$ cat src/rtl/ex_mem_pipe_pkg.sv
// ---------------------------------------------------------------------------
// ex_mem_pipe_pkg
// Shared constants for the EX->MEM pipeline stage: bus width defaults, the
// NOP/idle encodings a killed or reset stage presents to MEM, and the
// active-low reset level.
// No ports (package).
// ---------------------------------------------------------------------------
package ex_mem_pipe_pkg;

  // Width defaults (AluOpBus / RegBus / RegAddrBus)
  localparam int AluOpBusW   = 8;
  localparam int RegBusW     = 32;
  localparam int RegAddrBusW = 5;

  // Idle encodings
  localparam logic [7:0]  EXE_NOP_OP   = 8'b0000_0000;
  localparam logic [4:0]  NOPRegAddr   = 5'b0_0000;
  localparam logic [31:0] ZeroWord     = 32'h0000_0000;
  localparam logic        WriteDisable = 1'b0;
  localparam logic        WriteEnable  = 1'b1;

  // rst is active low: this is the level that resets.
  localparam logic        RstEnable_n  = 1'b0;

  // Width of the packed {waddr, we, wdata, aluop, mem_addr, rt_data} bundle.
  function automatic int pay_width(input int data_w, input int raddr_w,
                                   input int aluop_w);
    return raddr_w + 1 + 3 * data_w + aluop_w;
  endfunction

endpackage

$ cat src/rtl/ex_mem_pipe_if.sv
// ---------------------------------------------------------------------------
// ex_mem_if
// One EX->MEM result bundle plus its handshake. One instance carries the
// upstream (EX side) link, another the downstream (MEM side) link.
//
// Handshake: the master drives valid and the payload; the slave drives ready.
// A bundle moves on a posedge where valid & ready are both 1. While valid=1
// and ready=0 the master keeps valid and payload bit-stable.
//
// Modports:
//   master : drives valid/payload, samples ready
//   slave  : samples valid/payload, drives ready
// ---------------------------------------------------------------------------
interface ex_mem_if #(
  parameter int DATA_W  = 32,
  parameter int RADDR_W = 5,
  parameter int ALUOP_W = 8
) ();

  logic               valid;
  logic               ready;
  logic [RADDR_W-1:0] reg_waddr;
  logic               reg_we;
  logic [DATA_W-1:0]  reg_wdata;
  logic [ALUOP_W-1:0] aluop;
  logic [DATA_W-1:0]  mem_addr;
  logic [DATA_W-1:0]  rt_data;

  modport master (
    output valid, reg_waddr, reg_we, reg_wdata, aluop, mem_addr, rt_data,
    input  ready
  );

  modport slave (
    input  valid, reg_waddr, reg_we, reg_wdata, aluop, mem_addr, rt_data,
    output ready
  );

endinterface

$ cat src/rtl/ex_mem_pipe_skid.sv
// ---------------------------------------------------------------------------
// ex_mem_skid
// Single holding register with valid bit. Catches a bundle accepted while the
// main stage register is full and stalled, and hands it back when the main
// register drains.
// Ports:
//   clk, rst  : clock, synchronous active-low reset
//   flush     : clear the held entry
//   load_i    : capture data_i (main full and stalled this cycle)
//   drain_i   : entry moves into the main register this cycle
//   data_i    : incoming packed bundle
//   valid_o   : entry held
//   data_o    : held packed bundle
// ---------------------------------------------------------------------------
module ex_mem_skid
  import ex_mem_pipe_pkg::*;
#(
  parameter int W = 8
) (
  input  logic         clk,
  input  logic         rst,
  input  logic         flush,
  input  logic         load_i,
  input  logic         drain_i,
  input  logic [W-1:0] data_i,
  output logic         valid_o,
  output logic [W-1:0] data_o
);

  logic         valid_q, valid_d;
  logic [W-1:0] data_q, data_d;

  // load and drain never coincide: the upstream is not ready while full.
  always_comb begin
    valid_d = valid_q;
    data_d  = data_q;
    if (flush) begin
      valid_d = 1'b0;
    end else if (load_i) begin
      valid_d = 1'b1;
      data_d  = data_i;
    end else if (drain_i) begin
      valid_d = 1'b0;
    end
  end

  always_ff @(posedge clk) begin
    if (rst == RstEnable_n) begin
      valid_q <= 1'b0;
      data_q  <= '0;
    end else begin
      valid_q <= valid_d;
      data_q  <= data_d;
    end
  end

  assign valid_o = valid_q;
  assign data_o  = data_q;

endmodule

$ cat src/rtl/ex_mem_pipe.sv
// ---------------------------------------------------------------------------
// ex_mem_pipe
// EX->MEM pipeline register with valid/ready handshake, stall and flush.
// Hazard/exception logic can hold the stage (mem_o.ready=0) or kill it
// (flush=1). Reset takes priority over flush.
//
// Ports:
//   clk    : clock, all state on posedge
//   rst    : synchronous reset, active low
//   flush  : drop the held entry (or entries) and any incoming bundle
//   ex_i   : ex_mem_if.slave  - bundle from EX, ex_i.ready driven here
//   mem_o  : ex_mem_if.master - bundle to MEM, mem_o.ready from MEM
//
// Build option EX_MEM_SKID_EN: adds a skid entry so ex_i.ready is a flop
// output with no combinational path from mem_o.ready. Without it the stage
// is a single register and ex_i.ready = ~mem_valid | mem_ready.
// ---------------------------------------------------------------------------
module ex_mem_pipe
  import ex_mem_pipe_pkg::*;
#(
  parameter int DATA_W  = RegBusW,
  parameter int RADDR_W = RegAddrBusW,
  parameter int ALUOP_W = AluOpBusW
) (
  input  logic     clk,
  input  logic     rst,
  input  logic     flush,
  ex_mem_if.slave  ex_i,
  ex_mem_if.master mem_o
);

  localparam int PAY_W = pay_width(DATA_W, RADDR_W, ALUOP_W);

  // Field positions inside the packed bundle (rt_data in the low bits).
  localparam int RT_LSB    = 0;
  localparam int ADDR_LSB  = DATA_W;
  localparam int ALUOP_LSB = 2 * DATA_W;
  localparam int WDATA_LSB = 2 * DATA_W + ALUOP_W;
  localparam int WE_BIT    = 3 * DATA_W + ALUOP_W;
  localparam int WADDR_LSB = WE_BIT + 1;

  localparam logic [PAY_W-1:0] RST_PAY = {
    RADDR_W'(NOPRegAddr), WriteDisable, DATA_W'(ZeroWord),
    ALUOP_W'(EXE_NOP_OP), DATA_W'(ZeroWord), DATA_W'(ZeroWord)
  };

  logic [PAY_W-1:0] in_pay;
  logic [PAY_W-1:0] main_pay_q, main_pay_d;
  logic             main_valid_q, main_valid_d;
  logic             ex_ready;
  logic             accept;
  logic             xfer_out;

  assign in_pay = {ex_i.reg_waddr, ex_i.reg_we, ex_i.reg_wdata,
                   ex_i.aluop, ex_i.mem_addr, ex_i.rt_data};

  assign accept   = ex_i.valid & ex_ready;
  assign xfer_out = main_valid_q & mem_o.ready;

`ifdef EX_MEM_SKID_EN
  logic             skid_valid;
  logic             skid_load;
  logic             skid_drain;
  logic [PAY_W-1:0] skid_pay;

  // Upstream sees space as long as the skid slot is free; this only
  // depends on a flop, not on mem_o.ready.
  assign ex_ready   = ~skid_valid;
  assign skid_load  = accept & main_valid_q & ~mem_o.ready;
  assign skid_drain = xfer_out & skid_valid;

  ex_mem_skid #(.W(PAY_W)) u_skid (
    .clk     (clk),
    .rst     (rst),
    .flush   (flush),
    .load_i  (skid_load),
    .drain_i (skid_drain),
    .data_i  (in_pay),
    .valid_o (skid_valid),
    .data_o  (skid_pay)
  );

  always_comb begin
    main_valid_d = main_valid_q;
    main_pay_d   = main_pay_q;
    if (flush) begin
      main_valid_d                         = 1'b0;
      main_pay_d[WE_BIT]                   = WriteDisable;
      main_pay_d[ALUOP_LSB +: ALUOP_W]     = ALUOP_W'(EXE_NOP_OP);
    end else if (skid_drain) begin
      // Older bundle waiting in skid goes first to preserve order.
      main_valid_d = 1'b1;
      main_pay_d   = skid_pay;
    end else if (accept & (~main_valid_q | xfer_out)) begin
      main_valid_d = 1'b1;
      main_pay_d   = in_pay;
    end else if (xfer_out) begin
      main_valid_d = 1'b0;
    end
  end
`else
  // Single register: can take a new bundle when empty or when the current
  // one leaves this same cycle.
  assign ex_ready = ~main_valid_q | mem_o.ready;

  always_comb begin
    main_valid_d = main_valid_q;
    main_pay_d   = main_pay_q;
    if (flush) begin
      main_valid_d                         = 1'b0;
      main_pay_d[WE_BIT]                   = WriteDisable;
      main_pay_d[ALUOP_LSB +: ALUOP_W]     = ALUOP_W'(EXE_NOP_OP);
    end else if (accept) begin
      main_valid_d = 1'b1;
      main_pay_d   = in_pay;
    end else if (xfer_out) begin
      main_valid_d = 1'b0;
    end
  end
`endif

  always_ff @(posedge clk) begin
    if (rst == RstEnable_n) begin
      main_valid_q <= 1'b0;
      main_pay_q   <= RST_PAY;
    end else begin
      main_valid_q <= main_valid_d;
      main_pay_q   <= main_pay_d;
    end
  end

  assign ex_i.ready = ex_ready;

  assign mem_o.valid     = main_valid_q;
  assign mem_o.reg_waddr = main_pay_q[WADDR_LSB +: RADDR_W];
  // A bubble never writes the register file.
  assign mem_o.reg_we    = main_pay_q[WE_BIT] & main_valid_q;
  assign mem_o.reg_wdata = main_pay_q[WDATA_LSB +: DATA_W];
  assign mem_o.aluop     = main_pay_q[ALUOP_LSB +: ALUOP_W];
  assign mem_o.mem_addr  = main_pay_q[ADDR_LSB +: DATA_W];
  assign mem_o.rt_data   = main_pay_q[RT_LSB +: DATA_W];

endmodule
$ cat src/flat_wrapper.sv
// flat-port wrapper written by rule: the top's interface ports become plain ports
module ex_mem_pipe_flat import ex_mem_pipe_pkg::*;
#(
  parameter int DATA_W  = RegBusW,
  parameter int RADDR_W = RegAddrBusW,
  parameter int ALUOP_W = AluOpBusW
)
  (clk, rst, flush, ex_i_valid, ex_i_reg_waddr, ex_i_reg_we, ex_i_reg_wdata, ex_i_aluop, ex_i_mem_addr, ex_i_rt_data, ex_i_ready, mem_o_valid, mem_o_reg_waddr, mem_o_reg_we, mem_o_reg_wdata, mem_o_aluop, mem_o_mem_addr, mem_o_rt_data, mem_o_ready);
  ex_mem_if #(.DATA_W(DATA_W), .RADDR_W(RADDR_W), .ALUOP_W(ALUOP_W)) ex_i_i ();
  ex_mem_if #(.DATA_W(DATA_W), .RADDR_W(RADDR_W), .ALUOP_W(ALUOP_W)) mem_o_i ();
  input  logic clk;
  input  logic rst;
  input  logic flush;
  input wire logic [$bits(ex_i_i.valid)-1:0] ex_i_valid;
  input wire logic [$bits(ex_i_i.reg_waddr)-1:0] ex_i_reg_waddr;
  input wire logic [$bits(ex_i_i.reg_we)-1:0] ex_i_reg_we;
  input wire logic [$bits(ex_i_i.reg_wdata)-1:0] ex_i_reg_wdata;
  input wire logic [$bits(ex_i_i.aluop)-1:0] ex_i_aluop;
  input wire logic [$bits(ex_i_i.mem_addr)-1:0] ex_i_mem_addr;
  input wire logic [$bits(ex_i_i.rt_data)-1:0] ex_i_rt_data;
  output wire logic [$bits(ex_i_i.ready)-1:0] ex_i_ready;
  output wire logic [$bits(mem_o_i.valid)-1:0] mem_o_valid;
  output wire logic [$bits(mem_o_i.reg_waddr)-1:0] mem_o_reg_waddr;
  output wire logic [$bits(mem_o_i.reg_we)-1:0] mem_o_reg_we;
  output wire logic [$bits(mem_o_i.reg_wdata)-1:0] mem_o_reg_wdata;
  output wire logic [$bits(mem_o_i.aluop)-1:0] mem_o_aluop;
  output wire logic [$bits(mem_o_i.mem_addr)-1:0] mem_o_mem_addr;
  output wire logic [$bits(mem_o_i.rt_data)-1:0] mem_o_rt_data;
  input wire logic [$bits(mem_o_i.ready)-1:0] mem_o_ready;
  assign ex_i_i.valid = ex_i_valid;
  assign ex_i_i.reg_waddr = ex_i_reg_waddr;
  assign ex_i_i.reg_we = ex_i_reg_we;
  assign ex_i_i.reg_wdata = ex_i_reg_wdata;
  assign ex_i_i.aluop = ex_i_aluop;
  assign ex_i_i.mem_addr = ex_i_mem_addr;
  assign ex_i_i.rt_data = ex_i_rt_data;
  assign ex_i_ready = ex_i_i.ready;
  assign mem_o_valid = mem_o_i.valid;
  assign mem_o_reg_waddr = mem_o_i.reg_waddr;
  assign mem_o_reg_we = mem_o_i.reg_we;
  assign mem_o_reg_wdata = mem_o_i.reg_wdata;
  assign mem_o_aluop = mem_o_i.aluop;
  assign mem_o_mem_addr = mem_o_i.mem_addr;
  assign mem_o_rt_data = mem_o_i.rt_data;
  assign mem_o_i.ready = mem_o_ready;
  ex_mem_pipe #(.DATA_W(DATA_W), .RADDR_W(RADDR_W), .ALUOP_W(ALUOP_W)) u_core (.clk(clk), .rst(rst), .flush(flush), .ex_i(ex_i_i), .mem_o(mem_o_i));
endmodule
$ cat config.mk
export PLATFORM = sky130hd
export DESIGN_NAME = ex_mem_pipe_flat
export DESIGN_NICKNAME = d
export VERILOG_FILES = /design/src/rtl/ex_mem_pipe_pkg.sv /design/src/rtl/ex_mem_pipe_if.sv /design/src/rtl/ex_mem_pipe_skid.sv /design/src/rtl/ex_mem_pipe.sv /design/src/flat_wrapper.sv
export SDC_FILE = /design/constraint.sdc
export NUM_CORES = 1
export LEC_CHECK = 0
export CAP_MARGIN = 0
export CORE_MARGIN = 2
export CORE_UTILIZATION = 25
export DETAILED_ROUTE_END_ITERATION = 12
export PLACE_DENSITY = 0.56
export SLEW_MARGIN = 10
export SYNTH_ARGS = -nofsm -noshare
export SYNTH_HDL_FRONTEND = slang
export SYNTH_HIERARCHICAL = 1
export SYNTH_SLANG_ARGS = --single-unit
export TNS_END_PERCENT = 100
$ cat constraint.sdc
create_clock -name clk -period 3.61 [get_ports clk]
set_input_delay 0.722 -clock clk [delete_from_list [all_inputs] [get_ports clk]]
set_output_delay 0.722 -clock clk [all_outputs]
set_load 0.01 [all_outputs]
==> summary.txt <==
Status
  • Outcome: complete, no violations

Placed design
  • DP HPWL: 8.73 mm
  • Area after DPL: 6940 um2
  • Final GP Congestion: 0.726
  • Buffers added on ports: approximately 230

Setup path
  • Worst r2r dst: u_core/main_pay_q[101]$_SDFFE_PN0P_
  • Reg-to-Reg Start: u_core/mem_o.valid$_SDFFE_PP0P_
  • Critical path class: primary input to output port
  • WP data arrival: 1900 ps
  • Worst setup SP type: primary input
  • Register-to-Register Path Depth: 4
  • Worst Path Max Fanout: 3
  • Critical Path Start: mem_o_ready
  • Worst setup EP type: output port
  • Worst path required time: 2890 ps
  • Reg2Reg Setup Slack: 1850 ps
  • Setup crit end: ex_i_ready

Timing
  • RSZ-0062 raised after global routing: no
  • Shortest period the worst path allows: about 2600 ps
  • Endpoints failing setup: 0
  • Worst-margin pin slew: 734 ps
  • Slew HR: 51.0%
  • TNS Setup: 0 ps
  • Fin. Hold Viols: 0
  • Final period utilization: between 70% and 80%
  • Final hold slack: 453 ps
  • Final setup skew: approximately 8.3 ps
  • Fmax: 382 MHz
  • Slew Viols, Final: 0

Power
  • Clock Power Share: between 30% and 40%
  • Peak VDD IR: approximately 0.19 mV
  • Internal: 2110 uW
  • Pwr Total: 2790 uW
  • Sequential group share of total power: 47.2%
  • PwrDens: between 300 and 400 nW/um2
  • Leakage: around 0.0027 uW
  • Comb power frac: 16.8%
  • Psw: 680 uW
  • Sw frac: 24.3%

Global route
  • Initial antenna violation count: 1
  • Total track usage: 10.6%
  • Vias in the first global route: 3532
  • Gr ovfl total: 0
  • Pin count of the biggest net entering global routing: 83
  • Global-route wire length before repair: 18.7 mm

Clock tree
  • H-tree depth: 3
  • Total CTS buffers: 9
  • PostCTS Resize Cnt: 0
  • Clock slew at reported path FFs: 70 ps
  • TritonCTS clock tree: done
  • Setup bufs post-CTS: 0
  • CTS root buffer: clkbuf_16
  • CTS Buffer Depth: 2
  • Cts hold-fix bufs: 0
  • Worst skew pair latency: 350 ps
  • CTS Sinks: 111

Final layout
  • Register area: 2220 um2
  • Fin util: 34.4%
  • Number of fill cells: 2173
  • Final instance area: 7240 um2
  • Multi-input logic area: 1990 um2
  • Final nets: 810
  • Layout cell share with drive strength beyond 1: 3.86%
  • Area growth syn-to-layout: 35.3%

Floorplan
  • Core area: 21000 um2
  • Die Y: 150 um
  • Initial Util: 25.4%
  • Die extent in x: about 150 um
  • Cell row count: 53
  • Die footprint: 22600 um2
  • Io pins: 227

Yosys
  • Synthesized Nets: 708
  • Ranking of synthesized cells by area: dfxtp_1 42%, mux2i_1 21%, buf_4 16%
  • Async SR Flop Fraction: 0%
  • Seq/Total Area, Yosys: between 40% and 50%
  • Synthesized area: 5350 um2
  • Synth Area per Inst: roughly 9.0 um2
  • Synth Instances: 593
  • Top-count cell post-synth: nand2_1
  • Synth Warn #: 6
  • Synth top area share: between 40% and 50%
  • Distinct cells, synth: 14
  • Number of synthesized register bits: 111
  • Most frequent cells after synthesis: 220 x nand2_1, 113 x buf_4, 111 x dfxtp_1
  • Cell taking the most area after synthesis: dfxtp_1
  • EDFF count, synth: 0
  • Predominant post-synthesis flop cell: dfxtp_1

Run
  • Max-cap viol count: 0

Drt
  • Antenna Nets Post-Route: 0
  • DRC violations left: 0
  • Total Wirelength: 12.4 mm
  • Iter 0 DRT Violations: 159
  • First drt pass iteration count: 4
  • Via density: 3.90
  • DR vias: 3806
  • DR WL/cell: 12.7 um

Worst hold path
  • Type of the worst min-delay path: register to register
==> worst min path at each step <==
stage | end | cells after the start | startpoint
2_1_floorplan | u_core/main_pay_q[104]$_SDFFE_PP0P_ | 2 | u_core/main_pay_q[104]$_SDFFE_PP0P_
3_3_place_gp | u_core/main_pay_q[5]$_SDFFE_PN0P_ | 2 | u_core/main_pay_q[5]$_SDFFE_PN0P_
3_5_place_dp | u_core/main_pay_q[11]$_SDFFE_PN0P_ | 2 | u_core/main_pay_q[11]$_SDFFE_PN0P_
4_1_cts | u_core/main_pay_q[86]$_SDFFE_PN0P_ | 2 | u_core/main_pay_q[86]$_SDFFE_PN0P_
5_1_grt | u_core/main_pay_q[88]$_SDFFE_PN0P_ | 2 | u_core/main_pay_q[88]$_SDFFE_PN0P_
6_report | u_core/main_pay_q[21]$_SDFFE_PN0P_ | 2 | u_core/main_pay_q[21]$_SDFFE_PN0P_
==> power groups by stage <==
stage | clock network (uW) | registers, uW | logic (uW)
6_report | 1010 | 1320 | 469
3_3_place_gp | 0 | 1340 | 475
3_5_place_dp | 0 | 1340 | 475
2_1_floorplan | 0 | 1340 | 296
5_1_grt | 1100 | 1320 | 508
4_1_cts | 1060 | 1320 | 477
==> layer usage <==
metal / up-vias / GRT usage (%) / routed length [um]
li1: 1978 / - / -
met1: 1693 / 13.3 / 5520
met2: 128 / 16.0 / 5520
met3: 7 / 5.09 / 1210
met4: 0 / 3.16 / 119
met5: - / 0 / 0
==> registers in the layout (all words and copies together) (netlist names) <==
| name | flops |
|---|---|
| u_core/main_pay_q | 110 |
| u_core/mem_o.valid | 1 |
==> cells in the final DEF, fill, tap and decap left out, drive strengths merged <==
master,synthesis,routed
clkdlybuf4s50,0,225
nand2,221,221
dfxtp,111,111
mux2i,110,110
clkbuf,18,12
buf,127,11
clkinvlp,0,2
inv,1,2
nor2b,2,2
diode,0,1
bufinv,0,1
and2,1,1
nor3b,1,1
o21a,1,1
==> layout make-up <==
cell class | instances | area share [%]
Antenna cell | 1 | 0.0346
Clock buffer | 12 | 3.27
Clock inverter | 4 | 0.743
Inverter | 1 | 0.0519
Multi-Input combinational cell | 336 | 27.4
Sequential cell | 111 | 30.7
Tap cell | 275 | 4.75
Timing Repair Buffer | 236 | 33.0
==> cells by family after synthesis <==
logic type	synth area share (%)
and+or+nand+nor	16.4
buffers and inverters	21.3
DFF	41.6
muxes	20.6
AOI/OAI and AO/OA	0.140
==> through the flow <==
| stage | cells | setup WS [ps] |
|---|---|---|
| after floorplan | 593 | 1940 |
| after global placement | 959 | 985 |
| after detailed placement | 959 | 994 |
| after CTS | 975 | 987 |
| after global routing | 975 | 926 |
| final | 976 | 992 |
==> worst max-delay path, stage by stage <==
cell and delay (ps):
clkdlybuf4s50_1 500, nor2b_4 60, inv_1 80, clkdlybuf4s50_1 540
Note: power is estimated with default switching activity, not from simulation.
